File: config.mk
export PLATFORM = sky130hd
export DESIGN_NAME = lvds_tx_gearbox
export DESIGN_NICKNAME = d
export VERILOG_FILES = /design/src/rtl/lvds_tx_pkg.sv /design/src/rtl/lvds_tx_gearbox_lane.sv /design/src/rtl/lvds_tx_gearbox.sv
export SDC_FILE = /design/constraint.sdc
export NUM_CORES = 2
export LEC_CHECK = 0
export BUFFER_PORTS_ARGS = -buffer_cell sky130_fd_sc_hd__buf_2
export CORE_AREA = 2 2 395 397
export CTS_CLUSTER_DIAMETER = 120
export DETAILED_ROUTE_END_ITERATION = 10
export DIE_AREA = 0 0 397 399
export HOLD_SLACK_MARGIN = 0.08
export RECOVER_POWER = 100
export SKIP_LAST_GASP = 1
export SYNTH_ARGS = -nofsm -noshare
export SYNTH_HDL_FRONTEND = slang
export SYNTH_HIERARCHICAL = 1
export SYNTH_SLANG_ARGS = --single-unit
File: constraint.sdc
create_clock -name I_clk -period 12.27 [get_ports I_clk]
set_input_delay 1.227 -clock I_clk [delete_from_list [all_inputs] [get_ports I_clk]]
set_output_delay 1.227 -clock I_clk [all_outputs]
set_load 0.01 [all_outputs]
File: src/rtl/lvds_tx_pkg.sv
// Shared types and default line patterns for the LVDS transmit gearbox.
// Latency: n/a (declarations only).
// Backpressure: n/a.
package lvds_tx_pkg;

    // Link state as seen on O_state.
    typedef enum logic [1:0] {
        ST_WAIT_LOCK = 2'd0,
        ST_TRAIN     = 2'd1,
        ST_DATA      = 2'd2
    } tx_state_e;

    // Per-cycle command from the shared controller to every lane.
    typedef enum logic [1:0] {
        OP_IDLE  = 2'd0,  // drive idle and refill the holding word with idle
        OP_TRAIN = 2'd1,  // drive the training slice
        OP_LOAD  = 2'd2,  // capture a new word, drive its slice 0
        OP_NEXT  = 2'd3   // drive the selected slice of the held word
    } lane_op_e;

    localparam logic [9:0] DEF_IDLE_PAT  = 10'h155;
    localparam logic [9:0] DEF_TRAIN_PAT = 10'h3E0;

endpackage

File: src/rtl/lvds_tx_gearbox_lane.sv
// One lane: holds a W-bit word and emits one registered slice per cycle.
// Latency: 1 cycle from controller command to O_tx.
// Backpressure: none; the shared controller decides when a word is loaded.
module lvds_tx_gearbox_lane
    import lvds_tx_pkg::*;
#(
    parameter int                 SLICE_W   = 10,
    parameter int                 RATIO     = 4,
    parameter int                 PW        = 2,
    parameter logic [SLICE_W-1:0] IDLE_PAT  = DEF_IDLE_PAT,
    parameter logic [SLICE_W-1:0] TRAIN_PAT = DEF_TRAIN_PAT
) (
    input  logic                       I_clk,
    input  logic                       I_rst,
    input  lane_op_e                   I_op,
    input  logic [PW-1:0]              I_slice,
    input  logic [SLICE_W*RATIO-1:0]   I_word,
    output logic [SLICE_W-1:0]         O_tx
);

    logic [SLICE_W*RATIO-1:0] r_word;
    logic [SLICE_W-1:0]       r_tx;

    // Holding register and registered slice mux; idle refill makes an
    // underflowed or discarded slot play out as idle slices.
    always_ff @(posedge I_clk) begin
        if (I_rst) begin
            r_word <= '0;
            r_tx   <= '0;
        end else begin
            case (I_op)
                OP_IDLE: begin
                    r_word <= {RATIO{IDLE_PAT}};
                    r_tx   <= IDLE_PAT;
                end
                OP_TRAIN: r_tx <= TRAIN_PAT;
                OP_LOAD: begin
                    r_word <= I_word;
                    r_tx   <= I_word[SLICE_W-1:0];
                end
                default: r_tx <= r_word[I_slice*SLICE_W +: SLICE_W];
            endcase
        end
    end

    assign O_tx = r_tx;

endmodule

File: src/rtl/lvds_tx_gearbox.sv
// Lock/train/data sequencer feeding NCH lanes of RATIO:1 word-to-slice gearing.
// Latency: accepted word's slice 0 on O_tx_in 1 cycle after acceptance.
// Backpressure: O_ready high only on the last phase of a word slot; missed slots play idle.
module lvds_tx_gearbox
    import lvds_tx_pkg::*;
#(
    parameter int                 NCH       = 20,
    parameter int                 SLICE_W   = 10,
    parameter int                 RATIO     = 4,
    parameter int                 LOCK_DLY  = 16,
    parameter int                 TRAIN_LEN = 64,
    parameter logic [SLICE_W-1:0] IDLE_PAT  = DEF_IDLE_PAT,
    parameter logic [SLICE_W-1:0] TRAIN_PAT = DEF_TRAIN_PAT
) (
    input  logic                       I_clk,
    input  logic                       I_rst,
    input  logic                       I_tx_locked,
    input  logic                       I_retrain,
    input  logic [NCH*SLICE_W*RATIO-1:0] I_data,
    input  logic                       I_valid,
    output logic                       O_ready,
    output logic [NCH*SLICE_W-1:0]     O_tx_in,
    output logic [1:0]                 O_state,
    output logic                       O_train_done,
    output logic                       O_underflow,
    output logic [15:0]                O_underflow_cnt
);

    localparam int W   = SLICE_W * RATIO;
    localparam int PW  = (RATIO > 1) ? $clog2(RATIO) : 1;
    localparam int LCW = $clog2(LOCK_DLY + 1);

    tx_state_e        r_state;
    logic [PW-1:0]    r_p;
    logic [LCW-1:0]   r_lock_cnt;
    logic [15:0]      r_train_cnt;
    logic             r_retrain_pend;
    logic             r_train_done;
    logic             r_underflow;
    logic [15:0]      r_uf_cnt;

    logic             w_slot;
    logic             w_lock_done;
    logic             w_train_last;
    logic [PW-1:0]    w_p_next;
    lane_op_e         w_op;

    assign w_slot       = (r_state == ST_DATA) && (r_p == PW'(RATIO - 1));
    assign w_lock_done  = (r_lock_cnt == LCW'(LOCK_DLY));
    assign w_train_last = (r_train_cnt == 16'(TRAIN_LEN - 1));
    assign w_p_next     = r_p + PW'(1);

    // A retrain latched mid-word also blocks acceptance: that slot goes to TRAIN.
    assign O_ready = w_slot & I_tx_locked & ~I_retrain & ~r_retrain_pend;

    // Lane command for the coming edge, mirroring the sequencer's decisions below.
    always_comb begin
        w_op = OP_IDLE;
        if (I_tx_locked) begin
            case (r_state)
                ST_WAIT_LOCK: if (w_lock_done) w_op = OP_TRAIN;
                ST_TRAIN:     if (!w_train_last) w_op = OP_TRAIN;
                ST_DATA: begin
                    if (!w_slot)                          w_op = OP_NEXT;
                    else if (I_retrain || r_retrain_pend) w_op = OP_TRAIN;
                    else if (I_valid)                     w_op = OP_LOAD;
                    else                                  w_op = OP_IDLE;
                end
                default: w_op = OP_IDLE;
            endcase
        end
    end

    // Sequencer: lock qualification, training count, data phase and status pulses.
    always_ff @(posedge I_clk) begin
        if (I_rst) begin
            r_state        <= ST_WAIT_LOCK;
            r_p            <= '0;
            r_lock_cnt     <= '0;
            r_train_cnt    <= '0;
            r_retrain_pend <= 1'b0;
            r_train_done   <= 1'b0;
            r_underflow    <= 1'b0;
            r_uf_cnt       <= '0;
        end else begin
            r_train_done <= 1'b0;
            r_underflow  <= 1'b0;
            if (!I_tx_locked) begin
                r_state        <= ST_WAIT_LOCK;
                r_p            <= '0;
                r_lock_cnt     <= '0;
                r_train_cnt    <= '0;
                r_retrain_pend <= 1'b0;
            end else begin
                case (r_state)
                    ST_WAIT_LOCK: begin
                        if (w_lock_done) begin
                            r_state     <= ST_TRAIN;
                            r_lock_cnt  <= '0;
                            r_train_cnt <= '0;
                        end else begin
                            r_lock_cnt <= r_lock_cnt + LCW'(1);
                        end
                    end
                    ST_TRAIN: begin
                        if (w_train_last) begin
                            r_state      <= ST_DATA;
                            r_p          <= PW'(RATIO - 1);
                            r_train_done <= 1'b1;
                            r_train_cnt  <= '0;
                        end else begin
                            r_train_cnt <= r_train_cnt + 16'd1;
                        end
                    end
                    ST_DATA: begin
                        if (w_slot) begin
                            if (I_retrain || r_retrain_pend) begin
                                r_state        <= ST_TRAIN;
                                r_retrain_pend <= 1'b0;
                                r_train_cnt    <= '0;
                            end else begin
                                r_p <= '0;
                                if (!I_valid) begin
                                    r_underflow <= 1'b1;
                                    if (r_uf_cnt != 16'hFFFF)
                                        r_uf_cnt <= r_uf_cnt + 16'd1;
                                end
                            end
                        end else begin
                            r_p <= w_p_next;
                            if (I_retrain)
                                r_retrain_pend <= 1'b1;
                        end
                    end
                    default: r_state <= ST_WAIT_LOCK;
                endcase
            end
        end
    end

    assign O_state         = r_state;
    assign O_train_done    = r_train_done;
    assign O_underflow     = r_underflow;
    assign O_underflow_cnt = r_uf_cnt;

    genvar c;
    generate
        for (c = 0; c < NCH; c++) begin : g_lane
            lvds_tx_gearbox_lane #(
                .SLICE_W  (SLICE_W),
                .RATIO    (RATIO),
                .PW       (PW),
                .IDLE_PAT (IDLE_PAT),
                .TRAIN_PAT(TRAIN_PAT)
            ) u_lane (
                .I_clk  (I_clk),
                .I_rst  (I_rst),
                .I_op   (w_op),
                .I_slice(w_p_next),
                .I_word (I_data[c*W +: W]),
                .O_tx   (O_tx_in[c*SLICE_W +: SLICE_W])
            );
        end
    endgenerate

endmodule

== After elaboration in Yosys (flattened, before gate mapping) ==
Index checks and enable logic that the tools add are counted.

* Bitwise logic cells: 11
* Add/subtract/negate cells: 4
* $mul: 1
* Shift-type cells: 20
* Reductions and logical operators: 16
* Equal/unequal tests: 14
* Multiplexer cells: 67

{| class="wikitable"
|+ Operators with widths
! operator !! number
|-
| one-hot mux 40 bit (2 select lines) || 20
|-
| indexed part select 40 x 7 -> 10 bit || 20
|-
| one-hot mux 10 bit (3 select lines) || 20
|-
| two-way mux 16 bit || 4
|-
| one-hot mux 16 bit (3 select lines) || 1
|-
| adder 16 x 1 -> 16 bit, second input constant || 2
|-
| two-way mux 2 bit || 11
|-
| equality test 16 x 6 -> 1 bit, second input constant || 1
|-
| != test 16 bit, second input constant || 1
|-
| one-hot mux 2 bit (3 select lines) || 2
|-
| NOT 1 bit || 8
|-
| AND reduction 4 bit || 2
|-
| two-way mux 1 bit || 7
|-
| equality test 2 bit, second input constant || 3
|-
| != test 2 bit, second input constant || 3
|-
| AND reduction 3 bit || 2
|-
| AND reduction 6 bit || 1
|-
| nonzero test 2 bit || 3
|-
| adder 5 x 1 -> 5 bit, second input constant || 1
|-
| equality test 5 bit, second input constant || 1
|-
| multiplier 2 x 3 -> 5 bit, second input constant || 1
|-
| two-way mux 5 bit || 1
|-
| OR reduction 5 bit || 1
|-
| equality test 2 x 1 -> 1 bit, second input constant || 2
|-
| 11 further kinds || 15
|}

* Output and inout port bits: 221
* Bits of input ports: 805
* Register bits after elaboration: 1044

== Logic depth before layout (Yosys ltp) ==
* Word-level depth: 7
* Depth in mapped cells: 12
* Mapped depth without buffers: 9

== Cells and area by module ==
Netlist, hierarchy kept.

{| class="wikitable"
|+ By module, submodules not included
! module !! seq. area each (sq um) !! cells each !! instances !! area each (sq um)
|-
| lvds_tx_gearbox_lane || 1001.0 || 215 || 20 || 2033.2
|-
| lvds_tx_gearbox || 880.8 || 271 || 1 || 2314.7
|}

== Worst setup path after synthesis ==
Ideal clock, no wire load.

* Path type: input port to flip-flop
* Start: input port I_retrain
* End: register g_lane[0].u_lane.r_tx[0]
* Setup slack: 2.873 ns
* Stages on the path: 6
* Buffers on the path: 0
* Data required time: 12.210 ns
* Arrival time: 9.337 ns
* Cell sequence: nor2_1 -> nand2_1 -> a211oi_1 -> nand2b_1 -> nor3_1 -> a221o_1

* Word-level cells in the longest chain between the ends: 7
* Elaborated cells on any way between the ends: 9
* Those cells by class: eq/ne (2); mux (5); reduce/logical (2)

{| class="wikitable"
|+ Ends and longest elaborated chain
! element !! line !! source
|-
| start: declaration || lvds_tx_gearbox.sv:18 || <nowiki>input logic I_retrain,</nowiki>
|-
| logical OR 1 bit * || lvds_tx_gearbox.sv:65 || <nowiki>else if (I_retrain || r_retrain_pend) w_op = OP_TRAIN;</nowiki>
|-
| two-way mux 2 bit * || lvds_tx_gearbox.sv:65 ||
|-
| two-way mux 2 bit * || lvds_tx_gearbox.sv:64 || <nowiki>if (!w_slot) w_op = OP_NEXT;</nowiki>
|-
| one-hot mux 2 bit (3 select lines) * || lvds_tx_gearbox.sv:60 || <nowiki>case (r_state)</nowiki>
|-
| two-way mux 2 bit * || lvds_tx_gearbox.sv:59 || <nowiki>if (I_tx_locked) begin</nowiki>
|-
| via w_op[1] || lvds_tx_gearbox.sv:46 || <nowiki>lane_op_e w_op;</nowiki>
|-
| equality test 2 bit (tied with other cells) || lvds_tx_gearbox_lane.sv:31 || <nowiki>case (I_op)</nowiki>
|-
| one-hot mux 10 bit (3 select lines) * || lvds_tx_gearbox_lane.sv:31 ||
|-
| end signal: assignment || lvds_tx_gearbox_lane.sv:39 || <nowiki>r_tx <= I_word[SLICE_W-1:0];</nowiki>
|-
| end signal: assignment || lvds_tx_gearbox_lane.sv:41 || <nowiki>default: r_tx <= r_word[I_slice*SLICE_W +: SLICE_W];</nowiki>
|-
| end: declaration || lvds_tx_gearbox_lane.sv:22 || <nowiki>logic [SLICE_W-1:0] r_tx;</nowiki>
|}

The timed path passes the listed nets; every way through them passes the cells marked *.
A chain may end at the register's enable or synchronous reset.

==> metrics.csv <==
stage,metric,value,unit
detailed_routing,Pre-Repair DR Iteration Count,6,
clock_tree,CTS tree,yes,
floorplan,die height,399,um
timing,PnR worst setup slack,5893,ps
clock_tree,Clock Tree Buf Depth,3,
synthesis,"FF+latch count, synth",1044,
timing,Max Freq,0.1568,GHz
critical_path,CP Data Required Time,12860,ps
timing,final setup vio count,0,
critical_path,Critical Path End Type,flop,
timing,RSZ-0062 raised after global routing,false,
global_route,pin count of the biggest net entering global routing,189,
timing,relative slew slack,-237.2,%
floorplan,Starting Density,27.97,%
power,power density over the cells,142.3,nW/um2
critical_path,FF-to-FF End,g_lane[8].u_lane/r_word[1]$_SDFFE_PP0P_,
synthesis,Synth Flop Type,dfxtp_1,
power,P_leak,0.01972,uW
synthesis,syn_nets,5385,
detailed_routing,vias per inst,5.094,
synthesis,post-synthesis cell count,4571,
critical_path,reg2reg path depth,10,
cells_and_area,layout cell share with drive strength beyond 1,22.50,%
clock_tree,setup bufs post-CTS,0,
clock_tree,CTS Buf Count,113,
critical_path,maximum fanout along the worst path,184,
floorplan,total die area,158400,um2
hold_path,worst hold endpoint,g_lane[13].u_lane/r_word[6]$_SDFFE_PP0P_,
critical_path,crit path kind,in2reg,
detailed_routing,DRC Markers,0,
run,max-cap viol count,1,
clock_tree,H-tree levels,3,
clock_tree,clk sink count,1044,
floorplan,Die X,397,um
global_route,vias in the first global route,36725,
clock_tree,hold bufs inserted after CTS,0,
global_route,antenna violations before repair,96,
synthesis,count of different cell masters after synthesis,57,
hold_path,worst hold stages,2,
synthesis,synthesized area,42980,um2
critical_path,CP startpoint kind,primary input,
global_route,grt ovf,0,
outcome,violated checks,"max-capacitance violations, max-slew violations",
synthesis,fraction of registers with async set/reset,0,%
hold_path,worst min path class,reg2reg,
detailed_routing,Antenna Nets Post-Route,0,
synthesis,synth top area cells,"dfxtp_1 49%, nor2_1 6.9%, a22oi_1 6.0%",
floorplan,core box area,153700,um2
timing,worst-margin pin slew,5058,ps
synthesis,Mean Syn Cell Area,9.402,um2
synthesis,cell accounting for the most synthesized area,dfxtp_1,
clock_tree,CTS clock-pin slew for the worst setup and hold paths,60,ps
synthesis,sequential fraction of the synthesis area,48.63,%
timing,Tmin final,6377,ps
cells_and_area,area delta synth->final,22.40,%
outcome,outcome,"complete, but fails checks",
synthesis,YS warnings,6,
critical_path,Worst Path Arrival,6960,ps
timing,final hold vios,0,
placed_design,dpl hpwl,113600,um
hold_path,worst hold start,g_lane[13].u_lane/r_word[6]$_SDFFE_PP0P_,
detailed_routing,Starting DRT DRC Count,2877,
timing,Setup TNS,0,ps
critical_path,r2r startpoint,r_train_cnt[0]$_SDFFE_PP0P_,
placed_design,I/O Buffers,1025,
critical_path,Reg2Reg Setup Slack,7720,ps
timing,period utilization,51.97,%
global_route,first-pass GRT wire length,230500,um
placed_design,Place WS,7052,ps
power,peak supply drop,0.1208,mV
clock_tree,cts repair resizes,0,
global_route,GRT Util Overall,18.75,%
floorplan,# IOs,1026,
detailed_routing,via count,38513,
detailed_routing,final wirelength,157700,um
clock_tree,Clock Root Buffer,clkbuf_16,
clock_tree,clk_lat worst skew,760,ps
synthesis,Synth top area share,48.63,%
synthesis,Post-synth EDFFs,0,
floorplan,Row Count,144,
timing,Max Slew Vio Count,109,
power,Power Total,7487,uW
timing,Clock Skew,69.99,ps
placed_design,placer's final routability congestion estimate,0.9268,
cells_and_area,Nets,6173,
detailed_routing,Routed wire per std cell,20.86,um
## layout make-up
class                      instances  area (um2)
timing repair buffer            1060        5278
antenna                           59       147.6
clock buffer                     164        3329
inverter                          72       277.8
sequential                      1044       20900
clock inverter                    49       671.9
fill                           15996      101100
tap                             2044        2557
multi-input combinational       3068       19440
## how the worst max path moves through the flow
stage / start / endpoint / slack, ps
floorplan: I_retrain / g_lane[0].u_lane/O_tx[0]$_SDFF_PP0_ / 2870
global placement: I_retrain / g_lane[14].u_lane/r_word[13]$_SDFFE_PP0P_ / 7090
detailed placement: I_retrain / g_lane[14].u_lane/r_word[13]$_SDFFE_PP0P_ / 7050
CTS: O_state[1]$_SDFFE_PP0P_ / g_lane[14].u_lane/r_word[13]$_SDFFE_PP0P_ / 7740
global route: I_rst / g_lane[9].u_lane/O_tx[0]$_SDFF_PP0_ / 5530
finish: I_rst / g_lane[9].u_lane/O_tx[0]$_SDFF_PP0_ / 5890
## cell usage after synthesis (2+ instances only)
cell       number
a2111oi_1      80
a2111oi_2      20
a211oi_1      102
a21oi_1       233
a221o_1        60
a22oi_1       342
a31oi_1         2
and2b_1        40
and3_1          9
and4_1          2
buf_2         162
buf_4          81
buf_6          60
clkbuf_1       84
dfxtp_1      1044
ha_1            9
inv_1          52
inv_2          20
mux2_2         60
mux2i_1       102
mux4_2         40
nand2_1       203
nand2_4        21
nand2b_1       85
nand3_1        76
nand3_2        21
nand4_1         9
nand4b_1       22
nor2_1        792
nor2b_1       184
nor3_1         67
nor4_1         63
o2111ai_1       2
o211ai_1        5
o21a_1          2
o21ai_0         9
o21ai_1         2
o21bai_1       40
o221a_2         2
o22ai_1       303
or2b_1         20
or3_1           5
xnor2_1         2
xor2_1         19
## power by group
part | internal (uW) | total, uW | switching [uW]
registers | 3480 | 3530 | 45.9
clock network | 2140 | 3620 | 1470
logic | 164 | 345 | 181
## per-stage QoR
| stage | instances | util (%) | instance area, um2 | hold slack (ps) |
|---|---|---|---|---|
| 2_1_floorplan | 4571 | - | 42980 | 420.1 |
| 3_3_place_gp | 7288 | 31.72 | 48750 | 427.6 |
| 3_5_place_dp | 7288 | 31.72 | 48750 | 431.6 |
| 4_1_cts | 7501 | 34.32 | 52750 | 441.2 |
| 5_1_grt | 7549 | 34.21 | 52580 | 458.6 |
| 6_report | 7560 | 34.23 | 52610 | 440.3 |
## per-layer routing
metal	global-route usage [%]	share of wire, %
met5	0	0.21
met4	8.861	3.9
met2	30.66	48
met3	4.414	6.6
met1	23.23	41
## logic make-up after synthesis
| family | Yosys count | synth area share [%] |
|---|---|---|
| xor gates and xnor gates | 21 | 0.4280 |
| DFF | 1044 | 48.63 |
| adders and majority gates | 9 | 0.2620 |
| buffers and inverters | 459 | 6.236 |
| AOI/OAI and AO/OA | 1210 | 20.08 |
| muxes | 202 | 6.044 |
| and+or+nand+nor | 1626 | 18.32 |
## sequential cells by signal (all words and copies together), names as in the netlist
name and count:
g_lane.u_lane/r_word 800, g_lane.u_lane/O_tx 200, O_underflow_cnt 16, r_train_cnt 16, r_lock_cnt 5, O_state 2, r_p 2, O_train_done 1
O_underflow 1, r_retrain_pend 1
## placed cells by master (no fill, tap or decap), types with 59 or more instances in the layout
master	count
nand2_1	203
o22ai_1	303
a21oi_1	234
nor2b_1	181
nor2_1	793
mux2_2	60
nand3_1	76
a22oi_1	342
clkbuf_16	113
nor3_1	66
buf_2	803
nor4_1	63
a2111oi_1	80
mux2i_1	102
a221o_1	60
diode_2	59
dfxtp_1	1044
clkbuf_1	242
a211oi_1	101
nand2b_1	85
## critical path: stages
cell,delay [ps]
clkbuf_1,3440
buf_12,570
buf_12,530
nand2b_1,370
nor3_1,180
a221o_1,440
(Power assumes the default switching activity.)
